--- src/rtl/uart_pkg.sv ---
// Shared types and helpers for the byte-wide UART transmitter.
// Holds the FSM state encoding, parity mode constants and the baud divisor helper.
package uart_pkg;

  typedef enum logic [2:0] {
    ST_IDLE,
    ST_START,
    ST_DATA,
    ST_PARITY,
    ST_STOP
  } tx_state_e;

  localparam int PAR_NONE = 0;
  localparam int PAR_ODD  = 1;
  localparam int PAR_EVEN = 2;

  // Bit period in clock cycles, rounded to the nearest integer.
  function automatic int calc_div(input int clk_freq, input int baud);
    return (clk_freq + baud / 2) / baud;
  endfunction

endpackage

--- src/rtl/baud_tick_gen.sv ---
// Bit-period counter: tick_o marks the last cycle of each DIV-cycle period,
// pre_tick_o the cycle before it. restart_i realigns the period to a frame start.
module baud_tick_gen #(
  parameter int DIV = 868
) (
  input  logic clk_100,
  input  logic Reset_n,
  input  logic restart_i,
  output logic tick_o,
  output logic pre_tick_o
);

  localparam int CW = (DIV > 1) ? $clog2(DIV) : 1;
  localparam logic [CW-1:0] LAST_CNT = CW'(DIV - 1);
  localparam logic [CW-1:0] PRE_CNT  = CW'(DIV - 2);

  logic [CW-1:0] cnt_q;

  always_ff @(posedge clk_100) begin
    if (!Reset_n || restart_i) begin
      cnt_q <= '0;
    end else if (cnt_q == LAST_CNT) begin
      cnt_q <= '0;
    end else begin
      cnt_q <= cnt_q + 1'b1;
    end
  end

  assign tick_o     = (cnt_q == LAST_CNT);
  assign pre_tick_o = (cnt_q == PRE_CNT);

endmodule

--- src/rtl/uart_byte_tx.sv ---
// UART byte transmitter with a one-byte holding register so consecutive frames
// go out back-to-back. All outputs come straight from flops.
module uart_byte_tx
  import uart_pkg::*;
#(
  parameter int CLK_FREQ  = 100_000_000,
  parameter int BAUD      = 115200,
  parameter int DATA_BITS = 8,
  parameter int PARITY    = 0,
  parameter int STOP_BITS = 1
) (
  input  logic       clk_100,
  input  logic       Reset_n,
  input  logic       tx_en,
  input  logic [7:0] tx_byte,
  output logic       tx,
  output logic       tx_busy,
  output logic       tx_active,
  output logic       tx_done,
  output logic       tx_overrun
);

  localparam int          DIV       = calc_div(CLK_FREQ, BAUD);
  localparam logic [7:0]  DATA_MASK = 8'((1 << DATA_BITS) - 1);
  localparam logic [2:0]  LAST_BIT  = 3'(DATA_BITS - 1);
  localparam logic        LAST_STOP = 1'(STOP_BITS - 1);

  tx_state_e  state_q;
  logic [7:0] shift_q;
  logic [7:0] hold_q;
  logic       busy_q;
  logic [2:0] bit_cnt_q;
  logic       stop_cnt_q;
  logic       par_q;
  logic       tx_q;
  logic       active_q;
  logic       done_q;
  logic       ovr_q;

  logic       tick;
  logic       pre_tick;
  logic       accept;
  logic       last_stop;
  logic       frame_end;
  logic       load_direct;
  logic       load_hold;
  logic       hold_write;
  logic       restart;
  logic [7:0] load_byte_d;

  baud_tick_gen #(
    .DIV (DIV)
  ) u_baud (
    .clk_100    (clk_100),
    .Reset_n    (Reset_n),
    .restart_i  (restart),
    .tick_o     (tick),
    .pre_tick_o (pre_tick)
  );

  assign accept    = tx_en && !busy_q;
  assign last_stop = (state_q == ST_STOP) && (stop_cnt_q == LAST_STOP);
  assign frame_end = last_stop && tick;

  // A byte arriving on the frame-end edge with the holder empty skips the holder.
  assign load_direct = accept && ((state_q == ST_IDLE) || frame_end);
  assign load_hold   = frame_end && busy_q;
  assign hold_write  = accept && !load_direct;
  assign restart     = load_direct || load_hold;
  assign load_byte_d = load_hold ? hold_q : (tx_byte & DATA_MASK);

  always_ff @(posedge clk_100) begin
    if (!Reset_n) begin
      state_q    <= ST_IDLE;
      shift_q    <= '0;
      hold_q     <= '0;
      busy_q     <= 1'b0;
      bit_cnt_q  <= '0;
      stop_cnt_q <= 1'b0;
      par_q      <= 1'b0;
      tx_q       <= 1'b1;
      active_q   <= 1'b0;
      done_q     <= 1'b0;
      ovr_q      <= 1'b0;
    end else begin
      // Registered, so the pulse lands in the final cycle of the last stop bit.
      done_q <= last_stop && pre_tick;
      ovr_q  <= tx_en && busy_q;

      if (hold_write) begin
        hold_q <= tx_byte & DATA_MASK;
        busy_q <= 1'b1;
      end

      if (restart) begin
        shift_q    <= load_byte_d;
        par_q      <= ^load_byte_d;
        bit_cnt_q  <= '0;
        stop_cnt_q <= 1'b0;
        state_q    <= ST_START;
        tx_q       <= 1'b0;
        active_q   <= 1'b1;
        if (load_hold) begin
          busy_q <= 1'b0;
        end
      end else if (tick) begin
        case (state_q)
          ST_START: begin
            state_q <= ST_DATA;
            tx_q    <= shift_q[0];
          end
          ST_DATA: begin
            if (bit_cnt_q == LAST_BIT) begin
              if (PARITY != PAR_NONE) begin
                state_q <= ST_PARITY;
                tx_q    <= (PARITY == PAR_EVEN) ? par_q : ~par_q;
              end else begin
                state_q <= ST_STOP;
                tx_q    <= 1'b1;
              end
            end else begin
              bit_cnt_q <= bit_cnt_q + 3'd1;
              shift_q   <= shift_q >> 1;
              tx_q      <= shift_q[1];
            end
          end
          ST_PARITY: begin
            state_q <= ST_STOP;
            tx_q    <= 1'b1;
          end
          ST_STOP: begin
            if (stop_cnt_q == LAST_STOP) begin
              state_q  <= ST_IDLE;
              active_q <= 1'b0;
            end else begin
              stop_cnt_q <= stop_cnt_q + 1'b1;
            end
            tx_q <= 1'b1;
          end
          default: begin
            tx_q <= 1'b1;
          end
        endcase
      end
    end
  end

  assign tx         = tx_q;
  assign tx_busy    = busy_q;
  assign tx_active  = active_q;
  assign tx_done    = done_q;
  assign tx_overrun = ovr_q;

endmodule

--- config.mk ---
export PLATFORM = sky130hd
export DESIGN_NAME = uart_byte_tx
export DESIGN_NICKNAME = d
export VERILOG_FILES = /design/src/rtl/uart_pkg.sv /design/src/rtl/baud_tick_gen.sv /design/src/rtl/uart_byte_tx.sv
export SDC_FILE = /design/constraint.sdc
export NUM_CORES = 1
export LEC_CHECK = 0
export ABC_AREA = 1
export BUFFER_PORTS_ARGS = -buffer_cell sky130_fd_sc_hd__buf_2
export CAP_MARGIN = 20
export CORE_MARGIN = 5
export CORE_UTILIZATION = 60
export CTS_CLUSTER_SIZE = 10
export DETAILED_ROUTE_END_ITERATION = 12
export PLACE_DENSITY = 0.8
export SKIP_CTS_REPAIR_TIMING = 1
export SYNTH_ARGS = -nofsm -noshare
export SYNTH_HDL_FRONTEND = slang
export SYNTH_SLANG_ARGS = --single-unit
--- constraint.sdc ---
create_clock -name clk_100 -period 3.2 [get_ports clk_100]
set_input_delay 0.16 -clock clk_100 [delete_from_list [all_inputs] [get_ports clk_100]]
set_output_delay 0.16 -clock clk_100 [all_outputs]
set_load 0.005 [all_outputs]
---- Word level (Yosys, flattened, before mapping) ----
Index checks and enable logic that the tools add are counted.
word-level totals
  register bits ........................... 38
  input bits .............................. 11
operators by class
  $add $sub $neg .......................... 3
  equality and inequality tests ........... 13
  muxes and demuxes ....................... 22
  bitwise gates (word level) .............. 3
  reductions and logical operators ........ 28
operators by type and width
  cell                                                                      count
  8-bit two-way mux                                                         5
  10-bit == test (second input constant)                                    2
  1-bit two-way mux                                                         13
  3-bit one-hot mux with 4 select lines                                     1
  10-bit by 1-bit adder with 10-bit output (second input constant)          1
  3-bit AND reduction                                                       3
  1-bit logical AND                                                         8
  4-bit AND reduction                                                       2
  3-bit by 2-bit == test with 1-bit output (second input constant)          2
  3-bit == test (second input constant)                                     2
  3-bit two-way mux                                                         2
  3-bit by 2-bit inequality test with 1-bit output (second input constant)  2
  2-bit nonzero test                                                        3
  5-bit nonzero test                                                        1
  2-bit by 1-bit inequality test with 1-bit output (second input constant)  2
  2-bit inequality test (second input constant)                             2
  4-bit nonzero test                                                        1
  2-bit OR reduction                                                        2
  3-bit by 1-bit adder with 3-bit output (second input constant)            1
  3-bit by 1-bit == test with 1-bit output (second input constant)          1
  1-bit zero test                                                           3
  3-bit zero test                                                           1
  1-bit logical OR                                                          3
  1-bit NOT                                                                 3
  3 further kinds                                                           3

---- Longest topological paths before layout ----
  depth in word-level cells ............... 10
  gate-level depth with buffers ........... 12

---- Modules after synthesis ----
A second synthesis with hierarchy kept.
second synthesis, totals
  cell total of the unflattened synthesis .. 266
  area, all modules ....................... 1894.3 µm²
by module, submodules not included
  module         instances  cells an instance  area each (µm²)  sequential area each (µm²)
  uart_byte_tx   1          198                1382.6           540.5
  baud_tick_gen  1          68                 511.7            200.2

---- Worst setup path after synthesis ----
No wires, ideal clock.
  path kind ............................... flip-flop to flip-flop
  start point ............................. register u_baud.cnt_q[0]
  end point ............................... register state_q[1]
  setup time .............................. 0.119 ns
  arrival time ............................ 1.461 ns
  data required time ...................... 3.081 ns
  path slack .............................. 1.621 ns
  stages on the path, launching flop included .. 11
  path buffers ............................ 0
  cell sequence ........................... dfxtp_1 ha_1 nand3_2 nor2_4 nand2_4 nand2_4 nand3_4 nand2_4 inv_1 nand2_1 nor2_1
between the ends
  longest elaborated chain between the ends .. 6
RTL lines
  element                       line                 text
  start, declared               baud_tick_gen.sv:17  logic [CW-1:0] cnt_q;
  start signal, assigned        baud_tick_gen.sv:25  cnt_q <= cnt_q + 1'b1;
  10-bit == test *              baud_tick_gen.sv:29  assign tick_o = (cnt_q == LAST_CNT);
  1-bit logical AND             uart_byte_tx.sv:63   assign frame_end = last_stop && tick;
  1-bit logical OR              uart_byte_tx.sv:66   assign load_direct = accept && ((state_q == ST_IDLE) || frame_end);
  1-bit logical AND             uart_byte_tx.sv:66
  1-bit logical OR              uart_byte_tx.sv:69   assign restart = load_direct || load_hold;
  2-bit OR reduction (no line)  n/a
  end signal, assigned          uart_byte_tx.sv:74   state_q <= ST_IDLE;
  end signal, assigned          uart_byte_tx.sv:100  state_q <= ST_START;
  end signal, assigned          uart_byte_tx.sv:109  state_q <= ST_DATA;
  end, declared                 uart_byte_tx.sv:28   tx_state_e state_q;
Every way passes the cells marked *; elsewhere a longest branch is shown, timed or not.
A chain may end at the register's enable or synchronous reset.

---- Final worst setup path ----
Same ends and word-level chain as after synthesis.

==> results.yml <==
critical_path:
  slowest_stage: "dfxtp_1"
  cp_top_family: "simple AND/OR/NAND/NOR gates"
  worstPathRequired_ps: 3440
  cp-start-kind: "register"
  critPathKind: "reg2reg"
  critPathMaxFanout: 12
  path_cells: "ha_1 -> nand3_2 -> nor2_4 -> nand2_4 -> nor2_4 -> nand2_2 -> nand2_4 -> inv_1 -> nand2_1 -> nor2_1"
  max_stage_delay_ps: 370
  path_buf_inv: 1
  setup.worst_path.end_class: "register"
  crit_arrival_ps: 2060
die:
  start_util: 0.6104
  dieHeight_um: 65.27
  die_area_um2: 4260
  rows: 20
  fp.dieW_um: 65.27
  core_area_um2: 3003
  ios: 16
timing:
  slew-limit-headroom: 0.6191
  skew_ps: 11.87
  finalWorstSetupSlack_ps: 1373
  fin_tns_setup_ps: 0
  tightestPinTransition_ps: 569.3
  post-route-min-period_ps: 1827
  period_share: 0.5711
  rsz0062_at_grt: "no"
  setup_viol: 0
  timing.fmax_ghz: 0.5472
  final_max_slew_viol_count: 0
  finalHoldViolCount: 0
place:
  hpwl_mm: 2.645
  place_congestion: 0.8494
  numPortBuffers: 15
  dp_cells: 291
  pre_cts_ws_ps: 1369
power:
  power_switching_mw: 0.2113
  static-leakage-power_nw: 0.9013
  power_density_nw_per_um2: 457.4
  switching_share: 0.2324
  internal-power_mw: 0.6980
  comb_power_share: 0.097
  p_total_mw: 0.9093
  seq_power_share: 0.541
  power.share.clock: 0.362
  vdd_ir_drop_max_uv: 332.0
yosys:
  yosysTopAreaCell: "dfxtp_1"
  synth_flop_cell: "dfxtp_1"
  avgSynthCellArea_um2: 7.361
  synth_nets: 264
  synth.distinct_cells: 27
  synth_area_leaders: "dfxtp_1 (40%), nand2_1 (11%), nor2_1 (8.4%)"
  ys_warn_count: 0
  synth_top_cell_area_share: 0.4041
  ys_ff_latch: 37
  synth_cells: 249
  post-synth-top-count-cell: "nand2_1"
  netlist_area_um2: 1833
  synthArstFlopShare: 0
  synthTopCellsByCount: "nand2_1 (54), nor2_1 (41), dfxtp_1 (37), inv_1 (28), a21oi_1 (16)"
  synth-edff-count: 0
  synth-seq-area-share: 0.4041
cts:
  cts.sinks: 37
  htreeDepth: 2
  cts_buffers: 5
  clk_path_buf_depth: 2
  clkLatencyLatePin_ps: 330
  clk_pin_slew_worst_paths_ps: 100
  cts_tree: "done"
  root_buffer: "clkbuf_4"
global_route:
  grt_max_degree: 14
  gr-total-overflow: 0
  grt_first_pass_wirelength_mm: 6.403
  antenna_found_initial: 0
  grt_usage: 0.1955
  grt_pass1_vias: 1481
detailed_routing:
  ant_nets: 0
  routed_wl_mm: 3.575
  drt_iter0_drc: 111
  detail_route.first_pass.iterations: 5
  drc: 0
  dr_total_vias: 1532
  avgViaCountPerCell: 5.124
  wl_per_cell_um: 11.96
worst_hold_path:
  hold_class: "in2reg"
finish:
  register_area_um2: 740.7
  fin_cells: 299
  fillers: 278
  syn_to_final_growth_pct: 8.464
  multi_input_area_um2: 933.4
  utilization: 0.6621
  antenna_cells: 0
  fin_nets: 280
  layout-drive-gt1-share: 0.1617
flow_run:
  max-cap-violations: 0
outcome:
  status: "completed"
-- tightest hold or removal path: cells and delay by family --
family	cells	cell delay, ps
compound gates	1	60
buf+inv	1	110
simple gates	1	70
-- placed cells by master (no fill, tap or decap), drive strengths merged --
cell,n
a221oi,1
xnor2,3
clkbuf,7
or2,1
nand3,12
bufinv,1
o21ai,14
dfxtp,37
nand2,63
inv,30
ha,4
nand4,7
nor3,3
a21oi,16
buf,15
xor2,6
nor2,46
-- worst paths after layout --
kind,startpoint,end,slack (ps),cells past startpoint
max,u_baud.cnt_q[0]$_SDFF_PP0_,state_q[1]$_SDFFE_PP0P_,1370,10
min reg2reg,hold_q[7]$_SDFFE_PN0P_,hold_q[7]$_SDFFE_PN0P_,460,2
max reg2reg,u_baud.cnt_q[0]$_SDFF_PP0_,state_q[1]$_SDFFE_PP0P_,1370,10
min,tx_byte[1],hold_q[1]$_SDFFE_PN0P_,100,3
-- cell type report --
cell class              instances  area share
clock inverters                 1     0.01510
inverters                      30     0.05664
multi-input cells             176      0.4695
repair buffers                 15     0.03776
flip-flops and latches         37      0.3726
clock buffers                   7     0.02769
well taps                      33     0.02077
-- sequential cells by signal (all words and copies together), names as in the netlist --
signal and flops:
tx 1, tx_active 1, state_q 3, bit_cnt_q 3, shift_q 8, hold_q 8, tx_busy 1, tx_overrun 1
tx_done 1, u_baud.cnt_q 10
-- cell families (layout without fill, tap and decap cells) --
family	count (synthesis)	after routing	synth area share
AOI/OAI and AO/OA	31	31	0.08669
xor gates and xnor gates	9	9	0.04301
adders and majority gates	4	4	0.02730
buffers and inverters	36	53	0.08669
DFF	37	37	0.4041
and+or+nand+nor	132	132	0.3522
-- power groups by stage --
| stage | combinational, mW | sequential (mW) | clock, mW |
|---|---|---|---|
| 2_1_floorplan | 0.0697 | 0.499 | 0 |
| 3_3_place_gp | 0.0867 | 0.502 | 0 |
| 3_5_place_dp | 0.0883 | 0.503 | 0 |
| 4_1_cts | 0.0884 | 0.492 | 0.339 |
| 5_1_grt | 0.103 | 0.495 | 0.365 |
| 6_report | 0.0879 | 0.492 | 0.329 |
-- metrics by stage --
stage	hold slack (ps)	area [µm²]
floorplan	302.1	1833
global placement	434.1	1903
detailed placement	442.8	1903
CTS	85.76	1988
global route	87.29	1988
finish	97.30	1988
-- routing by layer --
metal	vias to the layer above	share of wire	global-route usage
met5	-	0	0
met4	0	0.015	0.07254
met3	6	0.053	0.05641
met2	35	0.47	0.3249
met1	681	0.46	0.2386
li1	810	-	-
Power figures use the tool's default switching activity.
